===== config.mk =====
export PLATFORM = sky130hd
export DESIGN_NAME = mouse_receiver_flat
export DESIGN_NICKNAME = d
export VERILOG_FILES = /design/src/rtl/mouse_receiver_pkg.sv /design/src/rtl/mouse_receiver_if.sv /design/src/rtl/ps2_sync_edge.sv /design/src/rtl/mouse_receiver.sv /design/src/flat_wrapper.sv
export SDC_FILE = /design/constraint.sdc
export NUM_CORES = 1
export LEC_CHECK = 0
export BUFFER_PORTS_ARGS = -buffer_cell sky130_fd_sc_hd__buf_4
export CAP_MARGIN = 10
export CORE_AREA = 2 2 67 69
export DETAILED_ROUTE_END_ITERATION = 8
export DIE_AREA = 0 0 69 71
export GPL_TIMING_DRIVEN = 0
export PLACE_DENSITY = 0.65
export SLEW_MARGIN = 20
export SYNTH_ARGS = -nofsm -noshare
export SYNTH_HDL_FRONTEND = slang
export SYNTH_SLANG_ARGS = --single-unit

===== constraint.sdc =====
create_clock -name CLK -period 2.4 [get_ports CLK]
set_input_delay 0 -clock CLK [delete_from_list [all_inputs] [get_ports CLK]]
set_output_delay 0 -clock CLK [all_outputs]
set_load 0.02 [all_outputs]

===== src/rtl/mouse_receiver_pkg.sv =====
// Shared definitions for the PS/2 mouse byte receiver.
//   - rx_state_e        : receiver FSM state encoding
//   - ErrParityIdx/Stop : bit positions inside BYTE_ERROR_CODE
//   - TimeoutCyclesDefault : default inter-edge timeout (200 us at 50 MHz)
package mouse_receiver_pkg;

  localparam int unsigned TimeoutCyclesDefault = 10000;

  localparam int unsigned ErrParityIdx = 0;
  localparam int unsigned ErrStopIdx   = 1;

  typedef enum logic [2:0] {
    StIdle,
    StData,
    StParity,
    StStop,
    StDone
  } rx_state_e;

endpackage


===== src/rtl/mouse_receiver_if.sv =====
// PS/2 receive bus bundle.
//   master : mouse/line side (drives PS/2 lines and READ_ENABLE, observes results)
//   slave  : receiver side (samples PS/2 lines, drives BYTE_READ/BYTE_ERROR_CODE/BYTE_READY)
// The receiver only ever reads the PS/2 lines; it never drives them.
interface mouse_receiver_if;

  logic       CLK_MOUSE_IN;
  logic       DATA_MOUSE_IN;
  logic       READ_ENABLE;
  logic [7:0] BYTE_READ;
  logic [1:0] BYTE_ERROR_CODE;
  logic       BYTE_READY;

  modport master (
    output CLK_MOUSE_IN,
    output DATA_MOUSE_IN,
    output READ_ENABLE,
    input  BYTE_READ,
    input  BYTE_ERROR_CODE,
    input  BYTE_READY
  );

  modport slave (
    input  CLK_MOUSE_IN,
    input  DATA_MOUSE_IN,
    input  READ_ENABLE,
    output BYTE_READ,
    output BYTE_ERROR_CODE,
    output BYTE_READY
  );

endinterface


===== src/rtl/ps2_sync_edge.sv =====
// Two-flop synchronizer plus one history flop for falling-edge detection.
//   clk_i  : system clock
//   rst_ni : asynchronous active-low reset (flops reset to 1, the idle line level)
//   line_i : asynchronous input line
//   fall_o : one-cycle pulse when the synchronized line goes 1 -> 0
module ps2_sync_edge (
  input  logic clk_i,
  input  logic rst_ni,
  input  logic line_i,
  output logic fall_o
);

  // [0],[1] synchronizer, [2] previous synchronized value
  logic [2:0] sync_q;

  always_ff @(posedge clk_i or negedge rst_ni) begin
    if (!rst_ni) begin
      sync_q <= 3'b111;
    end else begin
      sync_q <= {sync_q[1:0], line_i};
    end
  end

  assign fall_o = sync_q[2] & ~sync_q[1];

endmodule


===== src/rtl/mouse_receiver.sv =====
// PS/2 mouse byte receiver: start bit, 8 data bits LSB-first, odd parity, stop bit.
//   CLK     : 50 MHz system clock
//   RESET   : asynchronous active-low reset
//   bus_io  : slave side of mouse_receiver_if
//     CLK_MOUSE_IN/DATA_MOUSE_IN : asynchronous PS/2 lines (input only)
//     READ_ENABLE                : permits a new frame to start
//     BYTE_READ                  : last received byte
//     BYTE_ERROR_CODE            : bit0 parity error, bit1 stop-bit error
//     BYTE_READY                 : one-cycle pulse, outputs valid
// A frame that stalls for TIMEOUT_CYCLES between PS/2 clock falls is dropped silently.
module mouse_receiver
  import mouse_receiver_pkg::*;
#(
  parameter int unsigned TIMEOUT_CYCLES = TimeoutCyclesDefault
) (
  input  logic             CLK,
  input  logic             RESET,
  mouse_receiver_if.slave  bus_io
);

  localparam int unsigned TmoW = (TIMEOUT_CYCLES > 1) ? $clog2(TIMEOUT_CYCLES) : 1;
  localparam logic [TmoW-1:0] TmoLast = TmoW'(TIMEOUT_CYCLES - 1);

  logic clk_fall;
  logic [1:0] data_sync_q;
  logic data_s;

  rx_state_e state_q, state_d;
  logic [2:0] bit_cnt_q, bit_cnt_d;
  logic [TmoW-1:0] tmo_q, tmo_d;
  logic [7:0] shift_q, shift_d;
  logic par_err_q, par_err_d;
  logic [7:0] byte_q, byte_d;
  logic [1:0] code_q, code_d;

  ps2_sync_edge u_clk_sync (
    .clk_i  (CLK),
    .rst_ni (RESET),
    .line_i (bus_io.CLK_MOUSE_IN),
    .fall_o (clk_fall)
  );

  // Two flops give the same latency as the clock line's synchronized value,
  // so data_s is the level present when the fall is detected.
  always_ff @(posedge CLK or negedge RESET) begin
    if (!RESET) begin
      data_sync_q <= 2'b11;
    end else begin
      data_sync_q <= {data_sync_q[0], bus_io.DATA_MOUSE_IN};
    end
  end

  assign data_s = data_sync_q[1];

  always_ff @(posedge CLK or negedge RESET) begin
    if (!RESET) begin
      state_q   <= StIdle;
      bit_cnt_q <= '0;
      tmo_q     <= '0;
      shift_q   <= 8'h00;
      par_err_q <= 1'b0;
      byte_q    <= 8'h00;
      code_q    <= 2'b00;
    end else begin
      state_q   <= state_d;
      bit_cnt_q <= bit_cnt_d;
      tmo_q     <= tmo_d;
      shift_q   <= shift_d;
      par_err_q <= par_err_d;
      byte_q    <= byte_d;
      code_q    <= code_d;
    end
  end

  always_comb begin
    state_d   = state_q;
    bit_cnt_d = bit_cnt_q;
    tmo_d     = tmo_q;
    shift_d   = shift_q;
    par_err_d = par_err_q;
    byte_d    = byte_q;
    code_d    = code_q;

    unique case (state_q)
      StIdle: begin
        if (clk_fall && !data_s && bus_io.READ_ENABLE) begin
          state_d   = StData;
          bit_cnt_d = '0;
          tmo_d     = '0;
          par_err_d = 1'b0;
        end
      end

      StData, StParity, StStop: begin
        if (clk_fall) begin
          // A fall always beats an expiring timeout.
          tmo_d = '0;
          unique case (state_q)
            StData: begin
              shift_d   = {data_s, shift_q[7:1]};
              bit_cnt_d = bit_cnt_q + 3'd1;
              if (bit_cnt_q == 3'd7) begin
                state_d = StParity;
              end
            end
            StParity: begin
              par_err_d = ~(^shift_q ^ data_s);
              state_d   = StStop;
            end
            default: begin
              // Stop bit: results are latched here so they are valid during
              // the DONE cycle that raises BYTE_READY.
              byte_d               = shift_q;
              code_d[ErrParityIdx] = par_err_q;
              code_d[ErrStopIdx]   = ~data_s;
              state_d              = StDone;
            end
          endcase
        end else if (tmo_q == TmoLast) begin
          tmo_d   = '0;
          state_d = StIdle;
        end else begin
          tmo_d = tmo_q + 1'b1;
        end
      end

      StDone: begin
        state_d = StIdle;
      end

      default: begin
        state_d = StIdle;
      end
    endcase
  end

  assign bus_io.BYTE_READ       = byte_q;
  assign bus_io.BYTE_ERROR_CODE = code_q;
  assign bus_io.BYTE_READY      = (state_q == StDone);

endmodule


===== src/flat_wrapper.sv =====
// flat-port wrapper written by rule: the top's interface ports become plain ports
module mouse_receiver_flat import mouse_receiver_pkg::*;
#(
  parameter int unsigned TIMEOUT_CYCLES = TimeoutCyclesDefault
)
  (CLK, RESET, bus_io_CLK_MOUSE_IN, bus_io_DATA_MOUSE_IN, bus_io_READ_ENABLE, bus_io_BYTE_READ, bus_io_BYTE_ERROR_CODE, bus_io_BYTE_READY);
  mouse_receiver_if bus_io_i ();
  input  logic CLK;
  input  logic RESET;
  input wire logic [$bits(bus_io_i.CLK_MOUSE_IN)-1:0] bus_io_CLK_MOUSE_IN;
  input wire logic [$bits(bus_io_i.DATA_MOUSE_IN)-1:0] bus_io_DATA_MOUSE_IN;
  input wire logic [$bits(bus_io_i.READ_ENABLE)-1:0] bus_io_READ_ENABLE;
  output wire logic [$bits(bus_io_i.BYTE_READ)-1:0] bus_io_BYTE_READ;
  output wire logic [$bits(bus_io_i.BYTE_ERROR_CODE)-1:0] bus_io_BYTE_ERROR_CODE;
  output wire logic [$bits(bus_io_i.BYTE_READY)-1:0] bus_io_BYTE_READY;
  assign bus_io_i.CLK_MOUSE_IN = bus_io_CLK_MOUSE_IN;
  assign bus_io_i.DATA_MOUSE_IN = bus_io_DATA_MOUSE_IN;
  assign bus_io_i.READ_ENABLE = bus_io_READ_ENABLE;
  assign bus_io_BYTE_READ = bus_io_i.BYTE_READ;
  assign bus_io_BYTE_ERROR_CODE = bus_io_i.BYTE_ERROR_CODE;
  assign bus_io_BYTE_READY = bus_io_i.BYTE_READY;
  mouse_receiver #(.TIMEOUT_CYCLES(TIMEOUT_CYCLES)) u_core (.CLK(CLK), .RESET(RESET), .bus_io(bus_io_i));
endmodule

[Word level (Yosys, flattened, before mapping)]
Cells that the tools add are included.
Cells by class
  $add $sub $neg: 2
  equal/unequal tests: 12
  multiplexer cells: 18
  bitwise gates (word level): 6
  reduce and logical (&&, ||, !) cells: 14
Operators by type and width (count)
  14-bit 2-to-1 mux: 3
  14-bit one-hot mux with 2 select lines: 1
  3-bit 2-to-1 mux: 7
  3-bit one-hot mux with 2 select lines: 3
  14-bit by 1-bit adder with 14-bit output, second input constant: 1
  14-bit == test, second input constant: 1
  3-bit AND reduction: 3
  2-bit by 1-bit != test with 1-bit output, second input constant: 4
  4-bit AND reduction: 2
  8-bit parity: 1
  3-bit by 2-bit == test with 1-bit output, second input constant: 2
  3-bit == test, second input constant: 2
  4-bit != test, second input constant: 1
  1-bit NOT: 4
  3-bit by 1-bit adder with 3-bit output, second input constant: 1
  3-bit by 1-bit == test with 1-bit output, second input constant: 1
  3-bit logical NOT: 1
  1-bit 2-to-1 mux: 3
  3-bit by 1-bit != test with 1-bit output, second input constant: 1
  3-bit OR reduction: 1
  1-bit logical AND: 2
  1-bit one-hot mux with 2 select lines: 1
  2-bit AND reduction: 1
  2-bit nonzero test: 1
  other kinds (4): 4
Storage, ports and cells
  register bits: 44
  input port bits: 5
  word-level logic and storage cells: 61

[Depth between registers and ports, before layout]
Gate-level depths: netlist (run 1).
  depth after elaboration: 6
  gate-level depth with buffers: 7

[Modules after synthesis]
A second synthesis (run 1) with hierarchy kept.
Second synthesis, totals
  cell total of the unflattened synthesis: 189
  area total of the unflattened synthesis: 2035.7 µm²
By module, submodules not included
  mouse_receiver: times used 1, cells an instance 185, area each 1943.1 µm²
  ps2_sync_edge: times used 1, cells an instance 4, area each 92.6 µm²

[Worst setup path after synthesis (run 1)]
OpenSTA, ideal clock, no wires.
  kind: register -> register
  start point: register u_core.tmo_q[7]
  end point: register u_core.state_q[1]
  data arrival time: 2.066 ns
  data required time: 2.281 ns
  path slack: 0.215 ns
  stages on the path, launching flop included: 6
  buffers on the path: 0
  cell sequence: dfrtp_1 -> or4_4 -> nor4_4 -> nor2_4 -> or4_1 -> o21a_1
Between the ends
  cells in the longest elaborated chain, start to end: 3
Ends and longest elaborated chain
  start, declared: line mouse_receiver.sv:30  | logic [TmoW-1:0] tmo_q, tmo_d;
  start signal, assigned: line mouse_receiver.sv:67  | tmo_q <= tmo_d;
  14-bit == test: line mouse_receiver.sv:119  | end else if (tmo_q == TmoLast) begin
  3-bit by 1-bit != test with 1-bit output (no source line)
  3-bit AND reduction (no source line)
  end signal, assigned: line mouse_receiver.sv:57  | state_q <= StIdle;
  end signal, assigned: line mouse_receiver.sv:65  | state_q <= state_d;
  end, declared: line mouse_receiver.sv:28  | rx_state_e state_q, state_d;
No other way between the ends.
A chain may end at the register's enable or synchronous reset.

[Worst setup path in the final report (run 1)]
Same ends and word-level chain as after synthesis.

==> impl_metrics.ini, run 1 <==
[outcome]
status = completed

[cells_and_area]
post_route_cells_drive_above_1_share_pct = 24.6
final_net_count = 206
num-fill-cells = 374
diodes = 0
summed_area_of_non_filler_cells_in_the_final_layout_um2 = 2340
multi_input_area_um2 = 872
layout_overhead_on_the_synthesized_area_pct = 16.0
area.sequential_um2 = 1110

[yosys]
synth_warnings = 0
postSynthNetCount = 180
synth_seq_area_share_pct = 54.9
synth.cell_area_um2 = 2020
yosys.area.top_type_share_pct = 48.4
syn-instance-count = 172
mean_syn_cell_area_um2 = 11.7
synth.ff_latch_count = 44
post-synth-top-area-cell = dfrtp_1
ys_top_cells_by_area = dfrtp_1 48%, mux2_2 10%, dfstp_2 6.5%
synth_cell_types = 38

[place]
dp_hpwl_um = 2630
globalplace.congestion = 0.827
port-buffer-count = 15
dpl_worst_slack_ns = -0.00606
placed_cell_area_um2 = 2190

[floorplanning]
die-height_um = 71
dieArea_um2 = 4900
die-width_um = 69
floorplan.rows = 24
boundaryPins = 16
start_util_pct = 48.0
placeableCoreArea_um2 = 4200

[worst_setup_path]
instance_count_on_the_critical_path = 5
timing.rr.start = u_core.tmo_q[7]$_DFFE_PN0P_
number_of_buffer_and_inverter_stages_on_the_critical_path = 0
cpLargestDelayFamily = simple AND/OR/NAND/NOR gates
timing.critical_path.fanout_max = 9
critical_path_end_type = register
critPathRequiredTime_ns = 2.59
critPathMaxStageDelay_ns = 0.57
cp.arrival_ns = 2.50
crit_startpoint = u_core.tmo_q[7]$_DFFE_PN0P_
criticalPathCategory = register to register
ff2ff_path_depth = 5
critPathLaunchType = register
crit_path_cell_trace = or4_4, nor4_4, nor2_4, or4_1, o21a_1
crit_path_top_delay_cell = or4_4
cp-endpoint = u_core.state_q[1]$_DFFE_PN0P_
regToRegEndpoint = u_core.state_q[1]$_DFFE_PN0P_
ff2ff_setup_slack_ns = 0.09

[sta]
max-slew-margin-rel_pct = 57.0
post-route-worst-setup-slack_ns = 0.0880
worst-slew-pin-transition_ns = 0.639
finalMaxSlewViolations = 0
final.setup_skew_ns = 0.00292
hold_violations = 0
finalSetupViolCount = 0
setup_repair_after_global_routing_missed_its_margin = no
finalCriticalPeriod_ns = 2.31
maxClockFrequency_mhz = 433
period_share_pct = 96.3

[power]
comb_power_share_pct = 36.1
net-switching-power_mw = 0.882
power_mw = 2.55
seq_power_share_pct = 42.2
switching_share_pct = 34.5
clkPwrFrac_pct = 21.8
power.static_leakage_nw = 1.09
peakVddDrop_mv = 0.583
power-per-cell-area_nw_per_um2 = 1090
power.internal_mw = 1.67

[clocking]
clk_latency_ns = 0.29
root_buffer = clkbuf_8
max-clock-path-buffers = 2
number_of_buffers_inserted_during_clock_tree_synthesis = 5
cts_resized = 0
tritoncts = done
htree_levels = 2
clock_sink_count = 44
clk_pin_slew_worst_paths_ns = 0.08

[run]
drv.max_cap_violation_count = 0

[global_routing]
grt_antenna_before_repair = 0
first_pass_grt_wire_length_um = 6670
first_global_vias = 1496
track_usage_pct = 17.1
global_route.overflow_total = 0
pin_count_of_the_biggest_net_entering_global_routing = 45

[route]
postRouteWirelength_um = 3790
detailedRoute.firstPassIterationCount = 4
drt-vias-per-instance = 5.78
antenna_violation_net_count_after_detailed_routing = 0
post_drt_wl_per_cell_um = 15.1
drt_iter0_drc = 83
via_total_after_detailed_routing = 1450
drc_violations_left = 0

[worst_hold_path]
min-delay-path-class = primary input to asynchronous set/reset pin
[state kept, by name (all words and copies together), names as in the netlist]
| register | count |
|---|---|
| u_core.tmo_q | 14 |
| u_core.par_err_q | 1 |
| u_core.bit_cnt_q | 3 |
| u_core.shift_q | 8 |
| u_core.state_q | 3 |
| u_core.bus_io.BYTE_READ | 8 |
| u_core.data_sync_q | 2 |
| u_core.bus_io.BYTE_ERROR_CODE | 2 |
| u_core.u_clk_sync.sync_q | 3 |
[through the flow]
stage	std cells	TNS [ns]	hold slack (ns)	utilization, %
after floorplan	172	0	-0.296	-
after global placement	239	0	0.0214	52.2
after CTS	250	0	0.252	55.5
after global routing	251	0	0.277	55.7
final	251	0	0.222	55.7
after detailed placement	239	-0.00606	0.0278	52.2
[cell usage after synthesis]
| library cell | n |
|---|---|
| nor4_4 | 1 |
| nand2_1 | 6 |
| nand4_1 | 3 |
| nor2_4 | 1 |
| xor2_1 | 1 |
| and3b_1 | 1 |
| and2_1 | 1 |
| nand4bb_1 | 1 |
| xnor2_1 | 7 |
| ha_1 | 3 |
| o31ai_1 | 2 |
| or4_1 | 1 |
| nor2_1 | 9 |
| o21a_1 | 1 |
| nor3_1 | 3 |
| or4bb_1 | 1 |
| a21o_1 | 3 |
| a311oi_1 | 1 |
| dfrtp_1 | 39 |
| nand2b_1 | 2 |
| inv_1 | 5 |
| mux2i_1 | 2 |
| mux2_2 | 18 |
| nand3_1 | 10 |
| a21oi_1 | 7 |
| o21ai_0 | 10 |
| nor4_1 | 1 |
| o41ai_1 | 1 |
| nor2b_1 | 3 |
| dfstp_2 | 5 |
| and3_1 | 3 |
| clkbuf_1 | 4 |
| or3_1 | 4 |
| a22o_1 | 8 |
| or4_4 | 1 |
| buf_1 | 1 |
| a31oi_1 | 1 |
| nand3b_1 | 1 |
[worst reg2reg max path, stage by stage, from the launching register on]
cell,delay (ns)
dfrtp_1,0.45
or4_4,0.57
nor4_4,0.41
nor2_4,0.12
or4_1,0.53
o21a_1,0.12
[worst min path at each step]
stage                                      end  slack, ns  depth (start not counted)
5_1_grt           u_core.tmo_q[10]$_DFFE_PN0P_       0.28                          2
3_3_place_gp      u_core.tmo_q[11]$_DFFE_PN0P_       0.02                          1
3_5_place_dp      u_core.tmo_q[13]$_DFFE_PN0P_       0.03                          1
6_report          u_core.tmo_q[11]$_DFFE_PN0P_       0.22                          2
4_1_cts          u_core.state_q[0]$_DFFE_PN0P_       0.25                          2
2_1_floorplan  u_core.bit_cnt_q[0]$_DFFE_PN0P_      -0.30                          0
[logic make-up (layout without fill, tap and decap cells)]
group           Yosys count  count (layout)  synth area share [%]
mux                      20              20                  11.0
simple gates             53              53                  15.8
buf+inv                  10              37                  1.86
xor+xnor                  8               8                  3.47
flops                    44              44                  54.9
fa+ha+maj                 3               3                  1.86
compound gates           34              34                  11.1
[repair_timing]
action,4_1_cts,5_1_grt
endpoints found under the hold margin,41,0
setup buffers,0,1
setup endpoints to repair,1,1
pin swaps,1,1
hold buffers,3,0
[power groups by stage]
stage / registers, mW / logic [mW] / clock network, mW
5_1_grt: 1.11 / 1.02 / 0.605
6_report: 1.08 / 0.920 / 0.555
3_3_place_gp: 1.08 / 0.898 / 0
2_1_floorplan: 1.11 / 0.634 / 0
4_1_cts: 1.08 / 0.936 / 0.569
3_5_place_dp: 1.09 / 0.931 / 0
[area by class of cell]
class | count | area share, %
Inverter | 5 | 0.802
Sequential cell | 44 | 47.3
Timing Repair Buffer | 19 | 6.42
Buffer | 5 | 0.802
Multi-Input combinational cell | 118 | 37.3
Clock inverter | 2 | 1.50
Tap cell | 52 | 2.78
Clock buffer | 6 | 3.10
[metal layers]
metal,up-vias,GRT usage [%],part of all wire [%]
li1,680,-,-
met5,-,0,0
met4,0,8.71,1.6
met1,735,19.6,42
met3,7,3.13,2.8
met2,28,30.8,53
[cells in the final DEF (no fill, tap or decap), drive strengths merged, types with 6 or more instances in the layout]
cell and n:
a21oi 7, a22o 8, buf 17, clkbuf 10
dfrtp 39, mux2 18, nand2 6, nand3 10
nor2 10, o21ai 10, xnor2 7
(Power assumes the default switching activity.)
==> inputs of run 2 (changes only) <==
Settings changed: REMOVE_ABC_BUFFERS set to 1.
==> impl_metrics.ini, run 2 (synthesis results as in run 1) <==
[worst_setup_path]
timing.critical_path.fanout_max = 18
crit_path_cell_trace = or4bb_1, nor4_4, nor2_4, or4_1, o21a_1
critPathRequiredTime_ns = 2.59
cp.arrival_ns = 2.46
crit_startpoint = u_core.tmo_q[11]$_DFFE_PN0P_
critical_path_end_type = register
critPathMaxStageDelay_ns = 0.57
critPathLaunchType = register
timing.rr.start = u_core.tmo_q[11]$_DFFE_PN0P_
crit_path_top_delay_cell = or4bb_1
criticalPathCategory = register to register

[cells_and_area]
stdcell_count = 248
layout.cells.most_common_list = 39 x dfrtp_1, 18 x mux2_2, 17 x buf_4
largest_reg_flops = 14
area.sequential_um2 = 1110
regMostFlops = u_core.tmo_q
layout_commonest_cell = dfrtp_1
multi_input_area_um2 = 878
final_net_count = 203
final_core_util_pct = 55.7
layout_overhead_on_the_synthesized_area_pct = 16.2
num-fill-cells = 367
post_route_cells_drive_above_1_share_pct = 27.0
diodes = 0

[floorplanning]
boundaryPins = 16
dieArea_um2 = 4900
die-width_um = 69
die-height_um = 71
floorplan.rows = 24
start_util_pct = 48.0
placeableCoreArea_um2 = 4200

[clocking]
max-clock-path-buffers = 2
clk_pin_slew_worst_paths_ns = 0.09
clk_latency_ns = 0.29
htree_levels = 2
number_of_buffers_inserted_during_clock_tree_synthesis = 5
tritoncts = done
clock_sink_count = 44
cts_resized = 0
root_buffer = clkbuf_8

[route]
postRouteWirelength_um = 3690
drt-vias-per-instance = 5.69
drt_iter0_drc = 98
detailedRoute.firstPassIterationCount = 4
drc_violations_left = 0
post_drt_wl_per_cell_um = 14.9
via_total_after_detailed_routing = 1412
antenna_violation_net_count_after_detailed_routing = 0

[sta]
maxClockFrequency_mhz = 440
hold_violations = 0
finalCriticalPeriod_ns = 2.27
final.setup_skew_ns = 0.00788
max-slew-margin-rel_pct = 60.0
period_share_pct = 94.6
finalSetupViolCount = 0
timing.setup.tns_ns = 0
finalMaxSlewViolations = 0
post-route-worst-setup-slack_ns = 0.129
worst-slew-pin-transition_ns = 0.598
setup_repair_after_global_routing_missed_its_margin = no

[global_routing]
grt_antenna_before_repair = 0
first_global_vias = 1419
first_pass_grt_wire_length_um = 6350
pin_count_of_the_biggest_net_entering_global_routing = 45
track_usage_pct = 16.3
global_route.overflow_total = 0

[power]
power-per-cell-area_nw_per_um2 = 1090
power.static_leakage_nw = 1.09
power_mw = 2.54
peakVddDrop_mv = 0.611

[outcome]
status = completed

[place]
port-buffer-count = 15
globalplace.congestion = 0.824
numPlacedInstances = 236
dp_hpwl_um = 2510
dpl_worst_slack_ns = -0.0179

[worst_hold_path]
min-delay-path-class = primary input to asynchronous set/reset pin

[run]
drv.max_cap_violation_count = 0
==> run 2: timing repair <==
action	CTS	global route
setup buffers	1	0
hold endpoints to repair	41	0
hold buffers	3	0
setup endpoints to repair	1	0
==> run 2: where the power goes <==
part           internal [mW]  switching, mW  total [mW]
Clock                  0.308          0.252       0.560
Combinational          0.439          0.466       0.905
Sequential             0.920          0.160        1.08
Total                   1.67          0.877        2.54
==> run 2: worst max-delay path, delay by kind of cell (launching register included) <==
| family | cells | cell delay (ns) |
|---|---|---|
| AO/OA/AOI/OAI | 1 | 0.12 |
| flip-flops | 1 | 0.41 |
| AND/OR/NAND/NOR | 4 | 1.65 |
==> run 2: final timing paths <==
kind	to	slack, ns	cells past startpoint
worst max-delay path	u_core.state_q[1]$_DFFE_PN0P_	0.13	5
worst min-delay path	u_core.tmo_q[3]$_DFFE_PN0P_	0.22	2
worst max register to register	u_core.state_q[1]$_DFFE_PN0P_	0.13	5
worst min register to register	u_core.data_sync_q[1]$_DFF_PN1_	0.36	0
max in group asynchronous	u_core.u_clk_sync.sync_q[1]$_DFF_PN1_	1.79	2
min in group CLK	u_core.tmo_q[0]$_DFFE_PN0P_	0.34	4
==> run 2: layout make-up <==
cell class / instances / share of cell area [%]
clock inverters: 3 / 1.82
flip-flops and latches: 44 / 47.3
repair buffers: 21 / 6.94
inverters: 5 / 0.801
clock buffers: 5 / 2.94
well taps: 52 / 2.78
multi-input cells: 118 / 37.5
==> run 2: metrics by stage <==
| stage | cell area (um2) | hold slack [ns] |
|---|---|---|
| CTS | 2340 | 0.247 |
| global placement | 2180 | 0.0184 |
| finish | 2340 | 0.225 |
| global route | 2340 | 0.264 |
| floorplan | 2000 | -0.296 |
| detailed placement | 2190 | 0.0258 |
==> run 2: per-layer routing <==
metal	vias up	part of all wire [%]	track usage [%]
li1	668	-	-
met1	710	43	19.1
met2	28	52	28.4
met3	6	3.7	4.56
met4	0	1.5	6.54
met5	-	0	0
==> inputs of run 3 (changes only) <==
Settings changed: CORE_AREA 2 2 67 69 to 2 2 61 63, CTS_BUF_LIST set to sky130_fd_sc_hd__clkbuf_8, DIE_AREA 0 0 69 71 to 0 0 63 65, PLACE_DENSITY 0.65 to not set, PLACE_DENSITY_LB_ADDON set to 0.3.
==> impl_metrics.ini, run 3 (synthesis results as in run 1) <==
[sta]
period_share_pct = 94.7
worst-slew-pin-transition_ns = 0.675
setup_repair_after_global_routing_missed_its_margin = no
finalCriticalPeriod_ns = 2.27
final.hold.worst_slack_ns = 0.218
final.setup_skew_ns = 0.00688
hold_violations = 0
max-slew-margin-rel_pct = 54.6
finalMaxSlewViolations = 0
maxClockFrequency_mhz = 440
timing.setup.tns_ns = 0
finalSetupViolCount = 0

[route]
drc_violations_left = 0
postRouteWirelength_um = 3580
antenna_violation_net_count_after_detailed_routing = 0
via_total_after_detailed_routing = 1415
post_drt_wl_per_cell_um = 14.7
drt-vias-per-instance = 5.82
detailedRoute.firstPassIterationCount = 4
drt_iter0_drc = 88

[worst_setup_path]
criticalPathCategory = register to register
critPathLaunchType = register
critical_path_end_type = register
crit_path_cell_trace = or4bb_1, nor4_4, nor2_4, or4_1, o21a_1
crit_path_top_delay_cell = or4bb_1
cp.arrival_ns = 2.47
critPathMaxStageDelay_ns = 0.57
timing.critical_path.fanout_max = 18
critPathRequiredTime_ns = 2.59

[global_routing]
pin_count_of_the_biggest_net_entering_global_routing = 45
first_global_vias = 1432
track_usage_pct = 20.2
global_route.overflow_total = 0
grt_antenna_before_repair = 0
first_pass_grt_wire_length_um = 6310

[floorplanning]
die-height_um = 65
placeableCoreArea_um2 = 3500
start_util_pct = 57.7
die-width_um = 63
floorplan.rows = 22
boundaryPins = 16
dieArea_um2 = 4100

[cells_and_area]
regMostFlops = u_core.tmo_q
layout.cells.most_common_list = 39 x dfrtp_1, 18 x mux2_2, 16 x buf_4
layout_commonest_cell = dfrtp_1
layout_overhead_on_the_synthesized_area_pct = 14.5
diodes = 0
stdcell_count = 243
post_route_cells_drive_above_1_share_pct = 26.2
largest_reg_flops = 14
num-fill-cells = 291
final_net_count = 202
final_core_util_pct = 66.0

[clocking]
number_of_buffers_inserted_during_clock_tree_synthesis = 5
clock_sink_count = 44
cts_resized = 0
clk_pin_slew_worst_paths_ns = 0.08
root_buffer = clkbuf_8
max-clock-path-buffers = 2
tritoncts = done
clk_latency_ns = 0.30
htree_levels = 2

[power]
peakVddDrop_mv = 0.643
power.static_leakage_nw = 1.08
power-per-cell-area_nw_per_um2 = 1060

[place]
port-buffer-count = 15
globalplace.congestion = 0.862
dp_hpwl_um = 2440
numPlacedInstances = 231

[outcome]
status = completed

[worst_hold_path]
min-delay-path-class = primary input to asynchronous set/reset pin

[run]
drv.max_cap_violation_count = 0
## run 3: cell types whose count changed in the layout (fill, tap and decap cells not counted)
| cell | before | now |
|---|---|---|
| clkinv_2 | 1 | 0 |
| clkinv_4 | 0 | 1 |
| inv_1 | 5 | 6 |
| buf_4 | 17 | 16 |
| bufinv_16 | 1 | 0 |
## run 3: what timing repair did
action | CTS | global route
setup buffers | 1 | 0
setup endpoints to repair | 1 | 0
endpoints found under the hold margin | 41 | 0
hold buffers | 3 | 0
## run 3: where the power goes
group / switching [mW] / internal (mW) / total, mW
Sequential: 0.157 / 0.920 / 1.08
Clock: 0.251 / 0.203 / 0.453
Combinational: 0.474 / 0.438 / 0.912
Total: 0.882 / 1.56 / 2.44
## run 3: routing by layer
metal	vias up	track usage [%]	routed length (um)
li1	674	-	-
met1	707	23.4	1540
met2	27	34.8	1830
met3	7	5.56	129
met4	0	9.44	78
met5	-	0	0
## run 3: worst paths after layout
check / start / endpoint / slack [ns] / cells past startpoint
setup / recovery: u_core.tmo_q[11]$_DFFE_PN0P_ / u_core.state_q[1]$_DFFE_PN0P_ / 0.13 / 5
hold / removal: RESET / u_core.tmo_q[10]$_DFFE_PN0P_ / 0.22 / 2
setup reg to reg: u_core.tmo_q[11]$_DFFE_PN0P_ / u_core.state_q[1]$_DFFE_PN0P_ / 0.13 / 5
hold reg to reg: u_core.data_sync_q[0]$_DFF_PN1_ / u_core.data_sync_q[1]$_DFF_PN1_ / 0.36 / 0
max in group asynchronous: RESET / u_core.data_sync_q[1]$_DFF_PN1_ / 1.81 / 2
min in group CLK: bus_io_READ_ENABLE / u_core.tmo_q[0]$_DFFE_PN0P_ / 0.34 / 4
## run 3: worst max-delay path, delay by kind of cell (launching register included)
kind	cells	cell delay [ns]
compound gates	1	0.12
flops	1	0.41
simple gates	4	1.64
## run 3: layout make-up
cell class              instances  area (um2)  area share (%)
flip-flops and latches         44        1110            48.0
well taps                      48        60.1            2.60
clock buffers                   5        68.8            2.98
repair buffers                 20         155            6.72
inverters                       5        18.8           0.813
clock inverters                 3        20.0           0.867
multi-input cells             118         878            38.0
## run 3: metrics by stage
stage               cell area, um2  setup WS [ns]  power (mW)
floorplan                     2000        -0.0928        1.73
global placement              2170         -0.678        1.94
detailed placement            2180        -0.0307        2.00
CTS                           2310          0.125        2.47
global route                  2310         0.0540        2.62
finish                        2310          0.128        2.44
